File: config.mk
export PLATFORM = sky130hd
export DESIGN_NAME = fetch_stage
export DESIGN_NICKNAME = d
export VERILOG_FILES = /design/src/rtl/fetch_stage_pkg.sv /design/src/rtl/fetch_stage.sv
export SDC_FILE = /design/constraint.sdc
export NUM_CORES = 1
export LEC_CHECK = 0
export ABC_AREA = 0
export CAP_MARGIN = 20
export CORE_UTILIZATION = 52
export DETAILED_ROUTE_END_ITERATION = 10
export MAX_ROUTING_LAYER = met4
export PLACE_DENSITY_LB_ADDON = 0.1
export REMOVE_ABC_BUFFERS = 1
export SLEW_MARGIN = 5
export SYNTH_ARGS = -nofsm -noshare
export SYNTH_HDL_FRONTEND = slang
export SYNTH_SLANG_ARGS = --single-unit
File: constraint.sdc
create_clock -name clk -period 17.9 [get_ports clk]
set_input_delay 5.37 -clock clk [delete_from_list [all_inputs] [get_ports clk]]
set_output_delay 5.37 -clock clk [all_outputs]
set_load 0.01 [all_outputs]
File: src/rtl/fetch_stage_pkg.sv
// Shared constants and state encoding for the instruction fetch stage.
package fetch_stage_pkg;

    localparam int INSTR_W = 32;
    localparam logic [INSTR_W-1:0] HALT_WORD_DEFAULT = 32'hFFFF_FFFF;

    typedef enum logic {
        ST_RUN  = 1'b0,
        ST_HALT = 1'b1
    } fetch_state_e;

endpackage

File: src/rtl/fetch_stage.sv
// Instruction fetch stage: PC, IF/ID pipeline register, redirect/stall handling
// and a halt state entered when the halt encoding is fetched.
module fetch_stage
    import fetch_stage_pkg::*;
#(
    parameter logic [31:0]        RESET_PC  = 32'h0000_0000,
    parameter logic [INSTR_W-1:0] HALT_WORD = HALT_WORD_DEFAULT
) (
    input  logic               clk,
    input  logic               reset,
    input  logic               stall,
    input  logic               redirect_valid,
    input  logic [31:0]        redirect_pc,
    output logic [5:0]         imem_a,
    input  logic [INSTR_W-1:0] imem_rd,
    output logic [INSTR_W-1:0] if_instr,
    output logic [31:0]        if_pc,
    output logic [31:0]        if_pc_plus4,
    output logic               if_valid,
    output logic               halted,
    output logic               misalign,
    output logic [31:0]        fetch_count
);

    fetch_state_e       state_q, state_d;
    logic [31:0]        pc_q, pc_d;
    logic [INSTR_W-1:0] if_instr_q, if_instr_d;
    logic [31:0]        if_pc_q, if_pc_d;
    logic [31:0]        if_pc_plus4_q, if_pc_plus4_d;
    logic               if_valid_q, if_valid_d;
    logic               misalign_q, misalign_d;
    logic [31:0]        fetch_count_q, fetch_count_d;

    logic               is_halt_word;
    logic [31:0]        pc_plus4;

    assign is_halt_word = (imem_rd == HALT_WORD);
    assign pc_plus4     = pc_q + 32'd4;

    always_ff @(posedge clk or posedge reset) begin
        if (reset) begin
            state_q       <= ST_RUN;
            pc_q          <= RESET_PC;
            if_instr_q    <= '0;
            if_pc_q       <= '0;
            if_pc_plus4_q <= '0;
            if_valid_q    <= 1'b0;
            misalign_q    <= 1'b0;
            fetch_count_q <= '0;
        end else begin
            state_q       <= state_d;
            pc_q          <= pc_d;
            if_instr_q    <= if_instr_d;
            if_pc_q       <= if_pc_d;
            if_pc_plus4_q <= if_pc_plus4_d;
            if_valid_q    <= if_valid_d;
            misalign_q    <= misalign_d;
            fetch_count_q <= fetch_count_d;
        end
    end

    // Redirect outranks stall; a halt word is only recognised on a real capture slot.
    always_comb begin
        state_d = state_q;
        case (state_q)
            ST_RUN:  if (!redirect_valid && !stall && is_halt_word) state_d = ST_HALT;
            ST_HALT: state_d = ST_HALT;
            default: state_d = ST_RUN;
        endcase
    end

    always_comb begin
        pc_d          = pc_q;
        if_instr_d    = if_instr_q;
        if_pc_d       = if_pc_q;
        if_pc_plus4_d = if_pc_plus4_q;
        if_valid_d    = if_valid_q;
        misalign_d    = misalign_q;
        fetch_count_d = fetch_count_q;
        case (state_q)
            ST_RUN: begin
                if (redirect_valid) begin
                    pc_d       = {redirect_pc[31:2], 2'b00};
                    if_valid_d = 1'b0;
                    if (redirect_pc[1:0] != 2'b00) misalign_d = 1'b1;
                end else if (!stall) begin
                    if (is_halt_word) begin
                        if_valid_d = 1'b0;
                    end else begin
                        pc_d          = pc_plus4;
                        if_instr_d    = imem_rd;
                        if_pc_d       = pc_q;
                        if_pc_plus4_d = pc_plus4;
                        if_valid_d    = 1'b1;
                        fetch_count_d = fetch_count_q + 32'd1;
                    end
                end
            end
            default: if_valid_d = 1'b0;
        endcase
    end

    assign imem_a      = pc_q[7:2];
    assign if_instr    = if_instr_q;
    assign if_pc       = if_pc_q;
    assign if_pc_plus4 = if_pc_plus4_q;
    assign if_valid    = if_valid_q;
    assign halted      = (state_q == ST_HALT);
    assign misalign    = misalign_q;
    assign fetch_count = fetch_count_q;

endmodule

# Word-level counts from Yosys, hierarchy flattened
# Cells that the tools add are included.
[op_classes]
n_addsub = 2
n_eq_ne = 4
muxes = 9
bitwise_logic = 4
n_reduce_logical = 8
[ops]
columns = ["operator", "count"]
rows = [
  ["2-to-1 mux 32 bit", 3],
  ["adder 32 x 1 -> 32 bit, second input constant", 1],
  ["adder 32 x 3 -> 32 bit, second input constant", 1],
  ["== test 32 bit, second input constant", 1],
  ["AND reduction 3 bit", 2],
  ["2-to-1 mux 1 bit", 5],
  ["NOT 1 bit", 4],
  ["AND reduction 4 bit", 1],
  ["!= test 3 x 1 -> 1 bit, second input constant", 1],
  ["logical AND 1 bit", 2],
  ["logical NOT 1 bit", 2],
  ["!= test 2 x 1 -> 1 bit, second input constant", 1],
  ["!= test 2 bit, second input constant", 1],
  ["one-hot mux 1 bit (2 select lines)", 1],
  ["nonzero test 2 bit", 1],
]
[word_totals]
regBits = 163
inputBits = 68
out_inout_bits = 137
word_cells = 35

# Logic depth before layout (Yosys ltp)
[depth]
word_depth = 5
mapped_depth = 8
mapped_depth_nobuf = 6

# Least setup slack after synthesis
# OpenSTA, ideal clock, no wires.
[synth_timing]
path_kind = "input to register"
from = "input port imem_rd[7]"
to = "register pc_q[2]"
setup_ns = 0.133
arrival_time_ns = 6.973
required_ns = 17.767
path_slack_ns = 10.794
path_stages = 7
n_path_buf = 3
cell_sequence = "nand4_1 > nor4_2 > a21o_1 > buf_2 > clkbuf_1 > clkbuf_1 > o211ai_1"
[synth_between]
elab_chain_cells = 3
[synth_lines]
columns = ["element", "line_no", "rtl"]
rows = [
  ["from (decl)", "fetch_stage.sv:15", "input logic [INSTR_W-1:0] imem_rd,"],
  ["== test 32 bit", "fetch_stage.sv:37", "assign is_halt_word = (imem_rd == HALT_WORD);"],
  ["!= test 2 bit (no line)", "n/a", ""],
  ["AND reduction 3 bit (no line)", "n/a", ""],
  ["to (signal assigned)", "fetch_stage.sv:52", "pc_q <= pc_d;"],
  ["to (decl)", "fetch_stage.sv:26", "logic [31:0] pc_q, pc_d;"],
]
# No other way between the ends.
# A chain may end at the register's enable or synchronous reset.

# Worst setup path after layout
[layout_timing]
from = "input port redirect_valid"
to = "register fetch_count_q[19], in the netlist fetch_count[19]"
[layout_between]
elab_chain_cells = 2
[layout_lines]
columns = ["element", "line_no", "rtl"]
rows = [
  ["from (decl)", "fetch_stage.sv:12", "input logic redirect_valid,"],
  ["NOT 1 bit (no line)", "n/a", ""],
  ["AND reduction 4 bit (no line)", "n/a", ""],
  ["to (signal assigned)", "fetch_stage.sv:58", "fetch_count_q <= fetch_count_d;"],
  ["to (decl)", "fetch_stage.sv:32", "logic [31:0] fetch_count_q, fetch_count_d;"],
]
# No other way between the ends.

==> metrics <==
outcome=completed; RSZ-0062 raised after global routing=false; post-cts sizing count=0; DP HPWL=around 13 mm; switching share of total power=between 20% and 30%; final setup vio count=0; Synth-to-Final Area Change=35.92%; CTS tree=built; DR vias=approximately 6500; # DRC=0; clk_lat worst skew=430 ps; Max H-tree Level=4; Sum Neg Setup Slack=0 ps; Routed WL=between 15 and 20 mm; total of max-cap violations=0; DRT Pass-1 Iters=5; P_int=634.0 uW; Sink Count=157; top_reg_cell synth=dfrtp_1; Cells after Synth=797; worst rel slew slack=between 30% and 40%; Overall Power=slightly above 800 uW; Die Y=121.1 um; Horiz. Die Dim=121.1 um; Rows=43; hold_ws=469.5 ps; Slew @ Worst Pin=~1000 ps; Post-synth EDFFs=0; Max Fclk=0.1263 GHz; Worst Path Arrival=8230 ps; Cells after DPL=1124; core area=13830 sq um; vias in the first global route=6508; Final Util=just over 70%; Comb power frac=under 10%; Ports=205; PortBufs=200; WP data required=18210 ps; Die Footprint=14650 sq um; clk root buf=clkbuf_16; clock period minus worst slack=a little under 8000 ps; Congestion Overflow GR=0; Leak Pwr=4.331 nW; clk_skew=5.631 ps; Hold Crit Class=reg -> reg; sequential fraction of the synthesis area=53.30%; startpoint types=input port; fin. max-slew vios=0; asr flop ratio synth=100.0%; final hold vios=0; initial antenna violation count=1; Synth Cell Area=7371 sq um; Starting Density=53.31%; post-CTS setup buffer count=0; number of distinct library cells after synthesis=59; overall routing resource usage=29.50%; Mapped Avg Cell Area=9.248 sq um; clock buffer depth=2; hold_buf cts=0; critical path endpoint category=flop; Finished Layout Cells=1157; Seq cells post-synth=157; drt wl/cell=17.10 um; synth warn=0; Seq pwr share=46.5%; total CTS buffers=17; Crit Path Class=in -> reg; final cycle utilization of the critical path=44.23%; Clock power frac=between 40 and 50%; drt initial violations=507; routability congestion estimate=a little under 0.9; pwr dens=80.92 nW/um^2; final net count=1034; fraction of final layout cells sized beyond drive strength 1=approximately 4.8%; P_sw=between 150 and 200 uW; via/cell ratio=between 5 and 6; post-route ant nets=0; VDD IR max=66.46 uV; Crit Path Max Fanout=72; pin count of the biggest net entering global routing=around 110; CTS clk-pin slew, worst paths=roughly 60 ps; first-pass GRT wire length=32.52 mm
final timing paths:
kind | startpoint | endpoint | slack (ps) | depth (start not counted)
worst max-delay path | redirect_valid | fetch_count[19]$_DFFE_PP0P_ | 9980 | 6
worst min-delay path | fetch_count[31]$_DFFE_PP0P_ | fetch_count[31]$_DFFE_PP0P_ | 470 | 1
worst max register to register | halted$_DFF_PP0_ | fetch_count[19]$_DFFE_PP0P_ | 15110 | 6
worst min register to register | fetch_count[31]$_DFFE_PP0P_ | fetch_count[31]$_DFFE_PP0P_ | 470 | 1
max in group asynchronous | reset | if_pc_plus4[26]$_DFFE_PP0P_ | 11300 | 4
min in group asynchronous | reset | if_instr[6]$_DFFE_PP0P_ | 5420 | 2
cell type report:
| class | count | area [sq um] |
|---|---|---|
| sequential | 157 | 3929 |
| fill | 1019 | 3809 |
| multi-input combinational | 573 | 3147 |
| timing repair buffer | 208 | 2082 |
| clock buffer | 24 | 491.7 |
| tap | 180 | 225.2 |
| clock inverter | 7 | 110.1 |
| inverter | 7 | 31.28 |
| antenna | 1 | 2.502 |
sequential cells by signal, summed over array words and instances (netlist names):
| signal | count |
|---|---|
| if_valid | 1 |
| pc_q | 30 |
| if_pc_plus4 | 30 |
| misalign | 1 |
| if_instr | 32 |
| if_pc | 30 |
| halted | 1 |
| fetch_count | 32 |
kinds of logic (layout without fill, tap and decap cells):
group           count (synthesis)  after routing  share of synthesized area, %
buf+inv                        70            246                         4.413
xor+xnor                       58             58                         6.892
fa+ha+maj                       2              2                        0.3394
flops                         157            157                         53.30
other cells                     1              5                       0.05088
simple gates                  402            402                         25.19
compound gates                107            107                         9.812
synthesized netlist by cell type, types with 5 or more instances:
master / count / share of area [%]
dfrtp_1: 157 / 53
nor2_1: 22 / 1.1
o21ai_0: 38 / 2.6
nand3_1: 28 / 1.9
xor2_1: 16 / 1.9
or4_1: 7 / 0.71
inv_1: 6 / 0.31
nand2_1: 249 / 13
buf_2: 12 / 0.81
and3_1: 9 / 0.76
a21oi_1: 10 / 0.68
xnor2_1: 42 / 5.0
nand4_1: 28 / 2.4
nor4_1: 6 / 0.51
or3_1: 10 / 0.85
and4_1: 8 / 0.95
clkbuf_1: 35 / 1.8
o311ai_0: 10 / 1.2
buf_4: 10 / 1.0
o211ai_1: 10 / 1.0
nor3_1: 20 / 1.4
a211oi_1: 5 / 0.51
layout by cell type (no fill, tap or decap), types with 2 or more instances in the layout:
cell type,instances
nand2_1,249
clkdlybuf4s50_1,200
dfrtp_1,157
xnor2_1,42
o21ai_0,38
nand4_1,28
nand3_1,28
nor2_1,22
nor3_1,20
clkbuf_16,17
xor2_1,16
or3_1,10
o211ai_1,10
o311ai_0,10
and3_1,9
a21oi_1,9
and4_1,8
or4_1,7
buf_4,7
nor4_1,6
inv_1,5
a211oi_1,5
o32ai_1,4
a311oi_1,4
conb_1,4
clkinv_2,4
clkbuf_8,4
and2_1,3
a31oi_1,3
o22ai_1,3
a221o_1,3
clkbuf_1,3
bufinv_16,3
nor4_2,2
or3_4,2
o31a_1,2
ha_1,2
through the flow:
step                instance area [sq um]  setup WS, ps
floorplan                            7083          8295
global placement                     9387          9667
detailed placement                   9387          9603
CTS                                  9988         10060
global route                        10020          9760
finish                              10020          9982
power by group through the flow:
stage	logic [mW]	registers (mW)	clock network (mW)
final	0.0654	0.377	0.368
after global routing	0.0718	0.379	0.386
after CTS	0.0653	0.377	0.371
after detailed placement	0.0647	0.383	0
after global placement	0.0633	0.383	0
after floorplan	0.0204	0.385	0
worst max-delay path: stages:
cell,delay (ps)
clkdlybuf4s50_1,710
or3_1,570
a21oi_4,390
buf_4,640
nand4_1,240
xnor2_1,190
per-layer routing:
layer	vias to the layer above	part of all wire, %	track usage (%)
met5	-	0	-
met4	0	2.4	11.81
met3	41	7.3	7.754
met2	261	49	46.86
met1	3135	41	35.96
li1	3073	-	-
No activity file was read; power rests on OpenSTA's default activity.
==> RTL change (config.mk and constraints unchanged) <==
Take the reset off `if_instr_q` and load it in a clocked block of its own.
--- a/src/rtl/fetch_stage.sv
+++ b/src/rtl/fetch_stage.sv
@@ -41,7 +41,6 @@
         if (reset) begin
             state_q       <= ST_RUN;
             pc_q          <= RESET_PC;
-            if_instr_q    <= '0;
             if_pc_q       <= '0;
             if_pc_plus4_q <= '0;
             if_valid_q    <= 1'b0;
@@ -50,13 +49,16 @@
         end else begin
             state_q       <= state_d;
             pc_q          <= pc_d;
-            if_instr_q    <= if_instr_d;
             if_pc_q       <= if_pc_d;
             if_pc_plus4_q <= if_pc_plus4_d;
             if_valid_q    <= if_valid_d;
             misalign_q    <= misalign_d;
             fetch_count_q <= fetch_count_d;
         end
+    end
+
+    always_ff @(posedge clk) begin
+        if_instr_q <= if_instr_d;
     end
 
     // Redirect outranks stall; a halt word is only recognised on a real capture slot.
Formal check against the unedited RTL: not equivalent (Yosys sat finds a counterexample within 4 cycles, from zero or initial values and one cycle with reset high).
==> RTL change against the unedited design <==
  * Core utilization is 1.3 points higher
  * Routed wire length is 8.3% lower
  * Sequential cell count stayed put
  * Cell area is 1.7% lower
  * Maximum frequency is 1.0% higher
  * Worst setup slack better by 0.078 ns
  * Total power is 0.31% higher
  * Area after synthesis is 2.9% lower
  * Count of clock-buffer cells in the layout is 2 higher
  * Critical path type unchanged
  * Highest routed layer unchanged
==> RTL change: results (changes against the unedited design) <==
Status: completed (unchanged)
Buffers outside the clock class: 207 (was 208)
H-tree Lvls: 4 (unchanged)
Top_reg_cell synth: dfrtp_1 (unchanged)
CP endpoint: pc_q[8]$_DFFE_PP0P_ (was fetch_count[19]$_DFFE_PP0P_)
Final clock-cell share: 6.35% (was 6.01%)
DR iter-0 viols: 442 (was 507)
Sequential share of the synthesized area: 57.1% (was 53.3%)
Layout cells sized above 1: 7.86% (was 4.82%)
Asr flop ratio synth: 79.6% (was 100%)
Fraction of area in multi-input gates: 28.6% (was 31.4%)
Via count: 5804 (was 6510)
Worst reg2reg endpoint: pc_q[28]$_DFFE_PP0P_ (was fetch_count[19]$_DFFE_PP0P_)
Met3 WL post-DR: 1170 µm (was 1440 µm)
Most frequent cells after synthesis: nand2_1, dfrtp_1, xnor2_1, nand4_1, nor2_1 (was nand2_1, dfrtp_1, xnor2_1, o21ai_0, clkbuf_1)
FF+latch count: 157 (unchanged)
Total clock buffers created by CTS: 17 (unchanged)
Routability cong.: 0.826 (was 0.886)
Lkg Pwr: 4.03 nW (was 4.33 nW)
CLK BUF: 26 (was 24)
Place WS: 9.68 ns (was 9.60 ns)
P_comb: 0.0534 mW (was 0.0654 mW)
Inverters: 6 (was 7)
Worst Path Arrival: 8.20 ns (was 8.23 ns)
Post-Route WL: 18100 µm (was 19800 µm)
Layout Cells excl Fill: 1028 (was 1157)
Clk_skew: 0.00900 ns (was 0.00563 ns)
First-pass GRT wire length: 29800 µm (was 32500 µm)
Slowest cell on crit path: or4_1 (was clkdlybuf4s50_1)
CP startpoint: imem_rd[11] (was redirect_valid)
Reg-to-reg startpoint: pc_q[2]$_DFFE_PP0P_ (was halted$_DFF_PP0_)
GRT Util Overall: 27.6% (was 29.5%)
Met2 GRT Util: 42.4% (was 46.9%)
Worst VDD drop: 0.0567 mV (was 0.0665 mV)
HPWL Detailed: 12200 µm (was 13400 µm)
Max-slew headroom: 34.2% (was 32.6%)
Biggest area consumer among synthesized cells: dfrtp_1 (unchanged)
Max FO, Critical Path: 69 (was 72)
Post-place instance area: 0.00922 mm² (was 0.00939 mm²)
Drt drc: 0 (unchanged)
Nets: 909 (was 1034)
Switching power: 0.168 mW (was 0.177 mW)
Initial antenna violation count: 0 (was 1)
Pwr/cell area: 82.6 mW/mm² (was 80.9 mW/mm²)
Reg2Reg Setup Slack: 15.24 ns (was 15.11 ns)
Syn Inst Count: 661 (was 797)
Max stage delay on crit path: 0.63 ns (was 0.71 ns)
Largest net degree at the start of global routing: 102 (was 112)
DRT met1 WL: 7850 µm (was 8090 µm)
Later-pin clock latency in the skew report: 0.42 ns
CORE AREA: 0.0133 mm² (was 0.0138 mm²)
Vias in the first global route: 5725 (was 6508)
Met2 WL: 8810 µm (was 9770 µm)
Met1 usage: 36.5% (was 36.0%)
GR met3 Demand/Resource: 5.99% (was 7.75%)
Multi-In Gates: 450 (was 573)
NonClk Buf Share: 21.1% (was 20.8%)
Fraction of area in registers: 41.5% (was 39.2%)
FILL cells: 952 (was 1019)
[RTL change: logic make-up after synthesis]
family          synth area share, %
mux                           0.157
flops                          57.1
other cells                  0.0524
buf+inv                        3.99
simple gates                   20.7
fa+ha+maj                     0.350
compound gates                 10.4
xor+xnor                       7.22
[RTL change: worst min path at each step]
stage | from | endpoint | slack (ns) | cells past startpoint
floorplan | pc_q[16]$_DFFE_PP0P_ | if_pc[16]$_DFFE_PP0P_ | 0.50 | 2
global placement | misalign$_DFFE_PP0P_ | misalign$_DFFE_PP0P_ | 0.45 | 1
detailed placement | if_pc[19]$_DFFE_PP0P_ | if_pc[19]$_DFFE_PP0P_ | 0.46 | 2
CTS | if_pc[21]$_DFFE_PP0P_ | if_pc[21]$_DFFE_PP0P_ | 0.48 | 2
global route | if_pc[21]$_DFFE_PP0P_ | if_pc[21]$_DFFE_PP0P_ | 0.49 | 2
finish | if_pc[21]$_DFFE_PP0P_ | if_pc[21]$_DFFE_PP0P_ | 0.47 | 2
